## src/rtl/fetch_unit.sv

```systemverilog
// fetch_unit: instruction fetch controller.
// Consumes the registered PC, drives the instruction-memory read handshake,
// buffers one instruction for decode and produces the next PC (npc_out),
// which the PC register loads unconditionally. Stalls are done by feeding
// the current PC back. Branch/jump redirects squash in-flight reads.
// Optional build macro: FETCH_PERF_EN adds saturating perf counters
// perf_fetch_cnt (decode transfers) and perf_squash_cnt (discarded reads
// and dropped buffered instructions).
//
// Handshakes: imem_req rises with imem_addr and both stay stable until the
// cycle imem_ack is high (the read completes on that posedge; only reset may
// withdraw a request). Decode transfer happens on a posedge where inst_valid
// and inst_ready are both high; inst_valid never drops without a transfer
// except when a redirect drops the buffered instruction.
module fetch_unit #(
    parameter int AW = 9,
    parameter int DW = 32
) (
    input  logic          clk,
    input  logic          rst,
    input  logic [AW-1:0] pc_in,
    output logic [AW-1:0] npc_out,
    output logic          imem_req,
    output logic [AW-1:0] imem_addr,
    input  logic          imem_ack,
    input  logic [DW-1:0] imem_rdata,
    output logic          inst_valid,
    output logic [DW-1:0] inst_out,
    output logic [AW-1:0] inst_pc,
    input  logic          inst_ready,
    input  logic          br_valid,
    input  logic [AW-1:0] br_target,
`ifdef FETCH_PERF_EN
    output logic [15:0]   perf_fetch_cnt,
    output logic [15:0]   perf_squash_cnt,
`endif
    output logic [1:0]    state_dbg
);

    typedef enum logic [1:0] {
        BOOT    = 2'd0,
        FETCH   = 2'd1,
        DELIVER = 2'd2,
        SQUASH  = 2'd3
    } state_t;

    state_t        state_q;
    state_t        state_d;
    logic [AW-1:0] hold_addr;
    logic          load_buf;
    logic          drop_buf;
    logic          set_hold;

    assign state_dbg = state_q;

    // State register
    always_ff @(posedge clk or negedge rst) begin
        if (!rst) begin
            state_q <= BOOT;
        end else begin
            state_q <= state_d;
        end
    end

    // Next-state, next-PC and memory request decode
    always_comb begin
        state_d   = state_q;
        npc_out   = pc_in;
        imem_req  = 1'b0;
        imem_addr = '0;
        load_buf  = 1'b0;
        drop_buf  = 1'b0;
        set_hold  = 1'b0;
        case (state_q)
            BOOT: begin
                // PC register comes out of reset at all-ones, so +1 wraps to 0
                npc_out = pc_in + AW'(1);
                state_d = FETCH;
            end
            FETCH: begin
                imem_req  = 1'b1;
                imem_addr = pc_in;
                if (br_valid) begin
                    npc_out = br_target;
                    if (!imem_ack) begin
                        // read still in flight: finish it at the old address
                        set_hold = 1'b1;
                        state_d  = SQUASH;
                    end
                end else if (imem_ack) begin
                    load_buf = 1'b1;
                    npc_out  = pc_in + AW'(1);
                    state_d  = DELIVER;
                end
            end
            SQUASH: begin
                imem_req  = 1'b1;
                imem_addr = hold_addr;
                if (br_valid) begin
                    npc_out = br_target;
                end
                if (imem_ack) begin
                    state_d = FETCH;
                end
            end
            DELIVER: begin
                if (br_valid) begin
                    npc_out = br_target;
                end
                if (br_valid || inst_ready) begin
                    drop_buf = 1'b1;
                    state_d  = FETCH;
                end
            end
            default: begin
                state_d = BOOT;
            end
        endcase
    end

    // Instruction buffer: data/PC change only on a load
    always_ff @(posedge clk or negedge rst) begin
        if (!rst) begin
            inst_valid <= 1'b0;
            inst_out   <= '0;
            inst_pc    <= '0;
        end else if (load_buf) begin
            inst_valid <= 1'b1;
            inst_out   <= imem_rdata;
            inst_pc    <= pc_in;
        end else if (drop_buf) begin
            inst_valid <= 1'b0;
        end
    end

    // Address of the read being squashed, held while the PC moves on
    always_ff @(posedge clk or negedge rst) begin
        if (!rst) begin
            hold_addr <= '0;
        end else if (set_hold) begin
            hold_addr <= pc_in;
        end
    end

`ifdef FETCH_PERF_EN
    logic xfer_evt;
    logic squash_evt;

    assign xfer_evt   = inst_valid & inst_ready;
    assign squash_evt = (imem_ack & (((state_q == FETCH) & br_valid) | (state_q == SQUASH)))
                      | ((state_q == DELIVER) & br_valid & ~inst_ready);

    // Saturating performance counters
    always_ff @(posedge clk or negedge rst) begin
        if (!rst) begin
            perf_fetch_cnt  <= '0;
            perf_squash_cnt <= '0;
        end else begin
            if (xfer_evt && (perf_fetch_cnt != 16'hFFFF)) begin
                perf_fetch_cnt <= perf_fetch_cnt + 16'd1;
            end
            if (squash_evt && (perf_squash_cnt != 16'hFFFF)) begin
                perf_squash_cnt <= perf_squash_cnt + 16'd1;
            end
        end
    end
`endif

endmodule

```

## config.mk

```make
export PLATFORM = sky130hd
export DESIGN_NAME = fetch_unit
export DESIGN_NICKNAME = d
export VERILOG_FILES = /design/src/rtl/fetch_unit.sv
export SDC_FILE = /design/constraint.sdc
export NUM_CORES = 1
export LEC_CHECK = 0
export CAP_MARGIN = 0
export CORE_UTILIZATION = 40
export CTS_CLUSTER_SIZE = 12
export DETAILED_ROUTE_END_ITERATION = 8
export PLACE_DENSITY = 0.77
export SYNTH_ARGS = -nofsm -noshare
export SYNTH_HDL_FRONTEND = slang
export SYNTH_SLANG_ARGS = --single-unit
```

## constraint.sdc

```tcl
create_clock -name clk -period 2.44 [get_ports clk]
set_input_delay 0.61 -clock clk [delete_from_list [all_inputs] [get_ports clk]]
set_output_delay 0.61 -clock clk [all_outputs]
set_load 0.02 [all_outputs]
```

**Word level (Yosys, flattened, before mapping)**

Cells that the tools add are included.

- Word-level logic and storage cells: 41
- Bits in latches: 0
- Memory bits (writable): 0
- Memories: 0
- Output and inout port bits: 63
- Register bits after elaboration: 53
- ROM bits: 0

- Equality and inequality tests: 7
- Bitwise operators: 0
- Multiplexer cells: 22
- Magnitude comparators: 0
- Shift operators: 0
- Divide/modulo/power cells: 0
- Reduce and logical (&&, ||, !) cells: 6
- Add/sub/neg operators: 1
- Multipliers: 0

Operators by type and width:

| operator | number |
|---|---|
| two-way mux 9 bit | 3 |
| case mux 9 bit (3 select lines) | 1 |
| case mux 9 bit (2 select lines) | 1 |
| two-way mux 1 bit | 11 |
| two-way mux 2 bit | 5 |
| adder 9 x 1 -> 9 bit, second input constant | 1 |
| case mux 2 bit (4 select lines) | 1 |
| inequality test 3 bit, second input constant | 2 |
| == test 2 bit, second input constant | 2 |
| inequality test 2 bit, second input constant | 2 |
| AND reduction 4 bit | 1 |
| OR reduction 2 bit | 2 |
| == test 2 x 1 -> 1 bit, second input constant | 1 |
| logical NOT 2 bit | 1 |
| nonzero test 2 bit | 1 |
| logical OR 1 bit | 1 |

**Longest topological paths before layout**

- Depth after elaboration: 5
- Depth in mapped cells: 5

**Least setup slack after synthesis**

OpenSTA, ideal clock, no wires.

- Path type: input to output
- Start: in pc_in[4]
- End: out npc_out[6]
- Path buffers: 1
- Path slack: -69 ps
- Required time: 1830 ps
- Cell stages on the path: 4
- Arrival time: 1899 ps
- Path through: clkbuf_2 and3b_1 o211ai_2 o311ai_0

- Word-level cells in the longest chain between the ends: 4

RTL lines:

| element | RTL line | text |
|---|---|---|
| start: declaration | 21 | `input logic [AW-1:0] pc_in,` |
| adder 9 x 1 -> 9 bit (*) | 77, 92 |  |
| two-way mux 9 bit | 90 | `end else if (imem_ack) begin` |
| two-way mux 9 bit | 83 | `if (br_valid) begin` |
| case mux 9 bit (3 select lines) (*) | 74 | `case (state_q)` |
| end: declaration | 22 | `output logic [AW-1:0] npc_out,` |

Every way passes the cells marked *; elsewhere a longest branch is shown, timed or not.

**Worst setup path in the final report**

- Start: in pc_in[8]
- End: out npc_out[8]

- Word-level cells in the longest chain between the ends: 4
- Elaborated cells on any way between the ends: 5

RTL lines:

| element | RTL line |
|---|---|
| adder 9 x 1 -> 9 bit | 77, 92 |
| two-way mux 9 bit | 90 |
| two-way mux 9 bit | 83 |
| case mux 9 bit (3 select lines) (*) | 74 |

Marks and branches as above.

==> results.txt <==
----------------------------------------------------
[Yosys]
  Number of unique standard cell types used by synthesis ... 38
  Cell type with the largest total area after synthesis ... sky130_fd_sc_hd__dfrtp_1
  Nets in the synthesized netlist ... approximately 280
  Async SR Flop Fraction ... 1.00
  Ranking of synthesized cells by area ... sky130_fd_sc_hd__dfrtp_1 (50%), sky130_fd_sc_hd__mux2_2 (15%), sky130_fd_sc_hd__mux2_1 (6.4%), sky130_fd_sc_hd__mux2i_1 (5.7%), sky130_fd_sc_hd__nor2_1 (2.4%)
  Leading post-synthesis cells by instance count ... sky130_fd_sc_hd__dfrtp_1 (53), sky130_fd_sc_hd__mux2_2 (35), sky130_fd_sc_hd__nor2_1 (17)
  Number of enable-type register cells in the synthesized netlist ... 0
  Syn avg cell area ... 11.8 µm²
  Total number of yosys warnings ... 0
  Most common cell in the synthesized netlist ... sky130_fd_sc_hd__dfrtp_1
  Combined area of all synthesized cells ... 2640 µm²
  Primary FF master, synth ... sky130_fd_sc_hd__dfrtp_1
  Proportion of netlist area held by the largest area contributor ... 0.502
  Post-synthesis instance total ... between 200 and 250
  Share of synthesized area occupied by flip-flops and latches ... 0.502
  Total of flip-flops plus latches after synthesis ... 53

[Route]
  DRC Markers ... 0
  DRC violation total after the first TritonRoute iteration ... between 60 and 70
  WL final ... around 7100 µm
  Average wire per cell in the routed design ... approximately 16 µm
  Routed vias ... around 2300
  Mean number of vias per cell ... around 5.2
  Number of nets with antenna violations after routing ... 0
  First-pass iteration count of the detailed router ... 4

[Power and ir drop]
  Standby leakage power ... 1.86 nW
  Worst vdd rail ir drop ... 553 µV
  Ratio of total power to cell area ... slightly above 800 nW/µm²

[STA]
  Tmin final ... 2.42 ns
  Max Transition Viols Final ... 0
  Tightest Pin Transition ... 0.551 ns
  Worst slew margin relative to its limit ... 0.632
  Setup Viol. Count Final ... 0
  Final hold slack ... between 0.2 and 0.3 ns
  Final Skew ... around 0.0063 ns
  Final count of hold timing violations ... 0
  Max Fclk ... just over 400 MHz
  Final cycle utilization of the critical path ... 0.992

[Critical path]
  Register-to-register setup slack ... 0.72 ns
  Ordered list of cells on the worst path ... clkdlybuf4s50_1 > or4_4 > nand3_2 > buf_6
  RR Startpoint ... state_dbg[1]
  Category of the critical setup timing path ... in -> out
  Reg2Reg Capture Point ... hold_addr[3]
  Maximum cell stage delay along the critical path ... between 0.5 and 0.6 ns
  Number of buffers and inverters on the critical path ... 2
  Critical path fanouts, max ... 2
  Required @ worst endpoint ... ~1.8 ns
  Register-to-Register Path Depth ... 6
  Startpoint type of the worst setup path ... primary input
  Capture point of the worst path ... npc_out[8]
  Worst setup path start ... pc_in[8]
  Number of cells on the critical path ... 4
  Critical Path Slowest Stage Cell ... sky130_fd_sc_hd__or4_4
  Critical Path Sink Type ... primary output
  CP delay by family, top ... simple AND/OR/NAND/NOR gates
  Crit path DAT ... 1.81 ns

[Layout]
  Number of inserted diodes ... 0
  Final-layout fill cell count ... 486
  Count of non-filler cells in the finished layout ... around 440
  Layout cells sized above 1 ... 0.290
  Area growth from synthesis to layout ... 60.0%
  Final Net Count ... 420

[Placement]
  GPL Wtd Cong ... about 0.79
  Detail Placement HPWL ... between 5000 and 6000 µm
  Quantity of I/O buffers inserted on ports ... approximately 120
  Cell count after placement ... approximately 430

[CTS]
  Clock root cell ... sky130_fd_sc_hd__clkbuf_8
  Num Clock Sinks ... 53
  CTS H-Tree Depth ... 2
  Clock Path Buffers ... 2
  Setup Fix Bufs, Post-CTS ... 0
  TritonCTS clock tree ... done
  Clock transition at the registers of the reported paths ... ~0.10 ns
  Latest clock arrival within the worst-skew pair ... approximately 0.3 ns
  CTS buffer count ... 5

[Global route]
  Global-route wire length before repair ... between 10000 and 15000 µm
  Maximum number of pins on one net before global-route repair ... 25
  Fraction of met1 tracks used by global routing ... 0.265
  Global-route met2 utilization ... 0.346
  Via count of the first global-routing pass ... around 2400
  Total global routing track utilization ... 0.214
  Met3 usage in global routing ... 0.0765
  Busiest layer in global routing ... met2
  Antenna violations before repair ... 0
  Global route total overflow ... 0

[Floorplan]
  Floorplan die height ... between 80 and 90 µm
  Core box area ... 6350 µm²
  Std-Cell Rows ... 29
  Die footprint ... roughly 6900 µm²
  Initial standard-cell utilization of the core ... 0.416
  DIE WIDTH ... ~83 µm
  Number of top-level design ports ... 118

[Status]
  Run status ... finished clean

[Flow run]
  Max-capacitance violation count ... 0

[Worst hold path]
  Worst hold-check path type ... in -> async

----------------------------------------------------
[layout make-up]
| cell class | instances | area, µm² | share of cell area |
|---|---|---|---|
| repair buffers | 151 | 1430 | 0.337 |
| well taps | 77 | 96.3 | 0.0228 |
| multi-input cells | 150 | 1270 | 0.301 |
| inverters | 3 | 11.3 | 0.00266 |
| clock inverters | 2 | 13.8 | 0.00326 |
| clock buffers | 6 | 82.6 | 0.0195 |
| flip-flops and latches | 53 | 1330 | 0.314 |
[how the worst min path moves through the flow]
stage | cells after the start | to | slack (ns) | start
floorplan | 0 | hold_addr[0] | 0.31 | rst
global placement | 1 | inst_out[19] | 0.47 | inst_out[19]
detailed placement | 1 | inst_out[0] | 0.47 | inst_out[0]
CTS | 1 | inst_out[9] | 0.29 | rst
global route | 1 | hold_addr[0] | 0.31 | rst
finish | 1 | inst_pc[6] | 0.28 | rst
[per-layer routing]
metal / wire length, µm / vias up
met3: 619 / 8
li1: - / 1077
met5: 0 / -
met2: 3340 / 79
met4: 98 / 0
met1: 3090 / 1129
[kinds of logic after synthesis]
logic type / synth area share
adders and majority gates: 0.00473
buffers and inverters: 0.0421
xor gates and xnor gates: 0.00663
and+or+nand+nor: 0.0833
DFF: 0.502
AOI/OAI and AO/OA: 0.0914
muxes: 0.270
[placed cells by master (no fill, tap or decap), types with 2 or more instances in the layout]
cell / count
sky130_fd_sc_hd__dfrtp_1: 53
sky130_fd_sc_hd__mux2_2: 35
sky130_fd_sc_hd__buf_6: 2
sky130_fd_sc_hd__clkdlybuf4s50_1: 88
sky130_fd_sc_hd__a22oi_1: 2
sky130_fd_sc_hd__xnor2_1: 2
sky130_fd_sc_hd__clkbuf_8: 6
sky130_fd_sc_hd__mux2i_1: 15
sky130_fd_sc_hd__o22ai_1: 2
sky130_fd_sc_hd__nor2_1: 17
sky130_fd_sc_hd__dlygate4sd2_1: 8
sky130_fd_sc_hd__o21ai_1: 3
sky130_fd_sc_hd__inv_1: 3
sky130_fd_sc_hd__nand2b_1: 6
sky130_fd_sc_hd__buf_4: 33
sky130_fd_sc_hd__o21ai_0: 9
sky130_fd_sc_hd__a22o_1: 2
sky130_fd_sc_hd__o211ai_1: 3
sky130_fd_sc_hd__mux2_1: 15
sky130_fd_sc_hd__a21oi_1: 5
sky130_fd_sc_hd__buf_12: 2
sky130_fd_sc_hd__nand2_1: 9
sky130_fd_sc_hd__nor2b_1: 2
sky130_fd_sc_hd__dlymetal6s2s_1: 2
sky130_fd_sc_hd__buf_2: 8
sky130_fd_sc_hd__and3_4: 2
sky130_fd_sc_hd__clkbuf_2: 2
sky130_fd_sc_hd__o21a_1: 2
sky130_fd_sc_hd__o311ai_2: 2
sky130_fd_sc_hd__clkdlybuf4s15_1: 3
[state kept, by name, summed over array words and instances (netlist names)]
name        cells
hold_addr       9
inst_out       32
inst_pc         9
inst_valid      1
state_dbg       2
[stage by stage]
step	area, µm²	power (mW)	util	setup TNS [ns]	setup WS [ns]
3_3_place_gp	4080	2.97	0.643	-8.52	-0.823
4_1_cts	4230	3.51	0.666	-0.0592	-0.0592
2_1_floorplan	2640	2.13	-	0	0.119
6_report	4230	3.48	0.666	0	0.0190
3_5_place_dp	4080	3.00	0.643	-9.01	-0.841
5_1_grt	4230	3.66	0.666	-0.00386	-0.00386
[what timing repair did]
action | in CTS | in global routing
gates cloned | 1 | 0
pin swaps | 7 | 4
endpoints found under the setup margin | 18 | 8
hold buffers | 0 | 0
resized for setup | 84 | 19
hold endpoints to repair | 0 | 0
[worst reg2reg max path, stage by stage, from the launching register on]
cell and delay [ns]:
sky130_fd_sc_hd__dfrtp_1 0.38, sky130_fd_sc_hd__buf_4 0.16, sky130_fd_sc_hd__nand2b_1 0.16, sky130_fd_sc_hd__buf_4 0.16
sky130_fd_sc_hd__nor2b_1 0.19, sky130_fd_sc_hd__buf_4 0.21, sky130_fd_sc_hd__mux2_2 0.34
[power by group]
| part | switching (mW) | internal (mW) |
|---|---|---|
| clock network | 0.296 | 0.231 |
| logic | 0.791 | 0.864 |
| registers | 0.142 | 1.16 |
| total | 1.23 | 2.26 |
(Power assumes the default switching activity.)
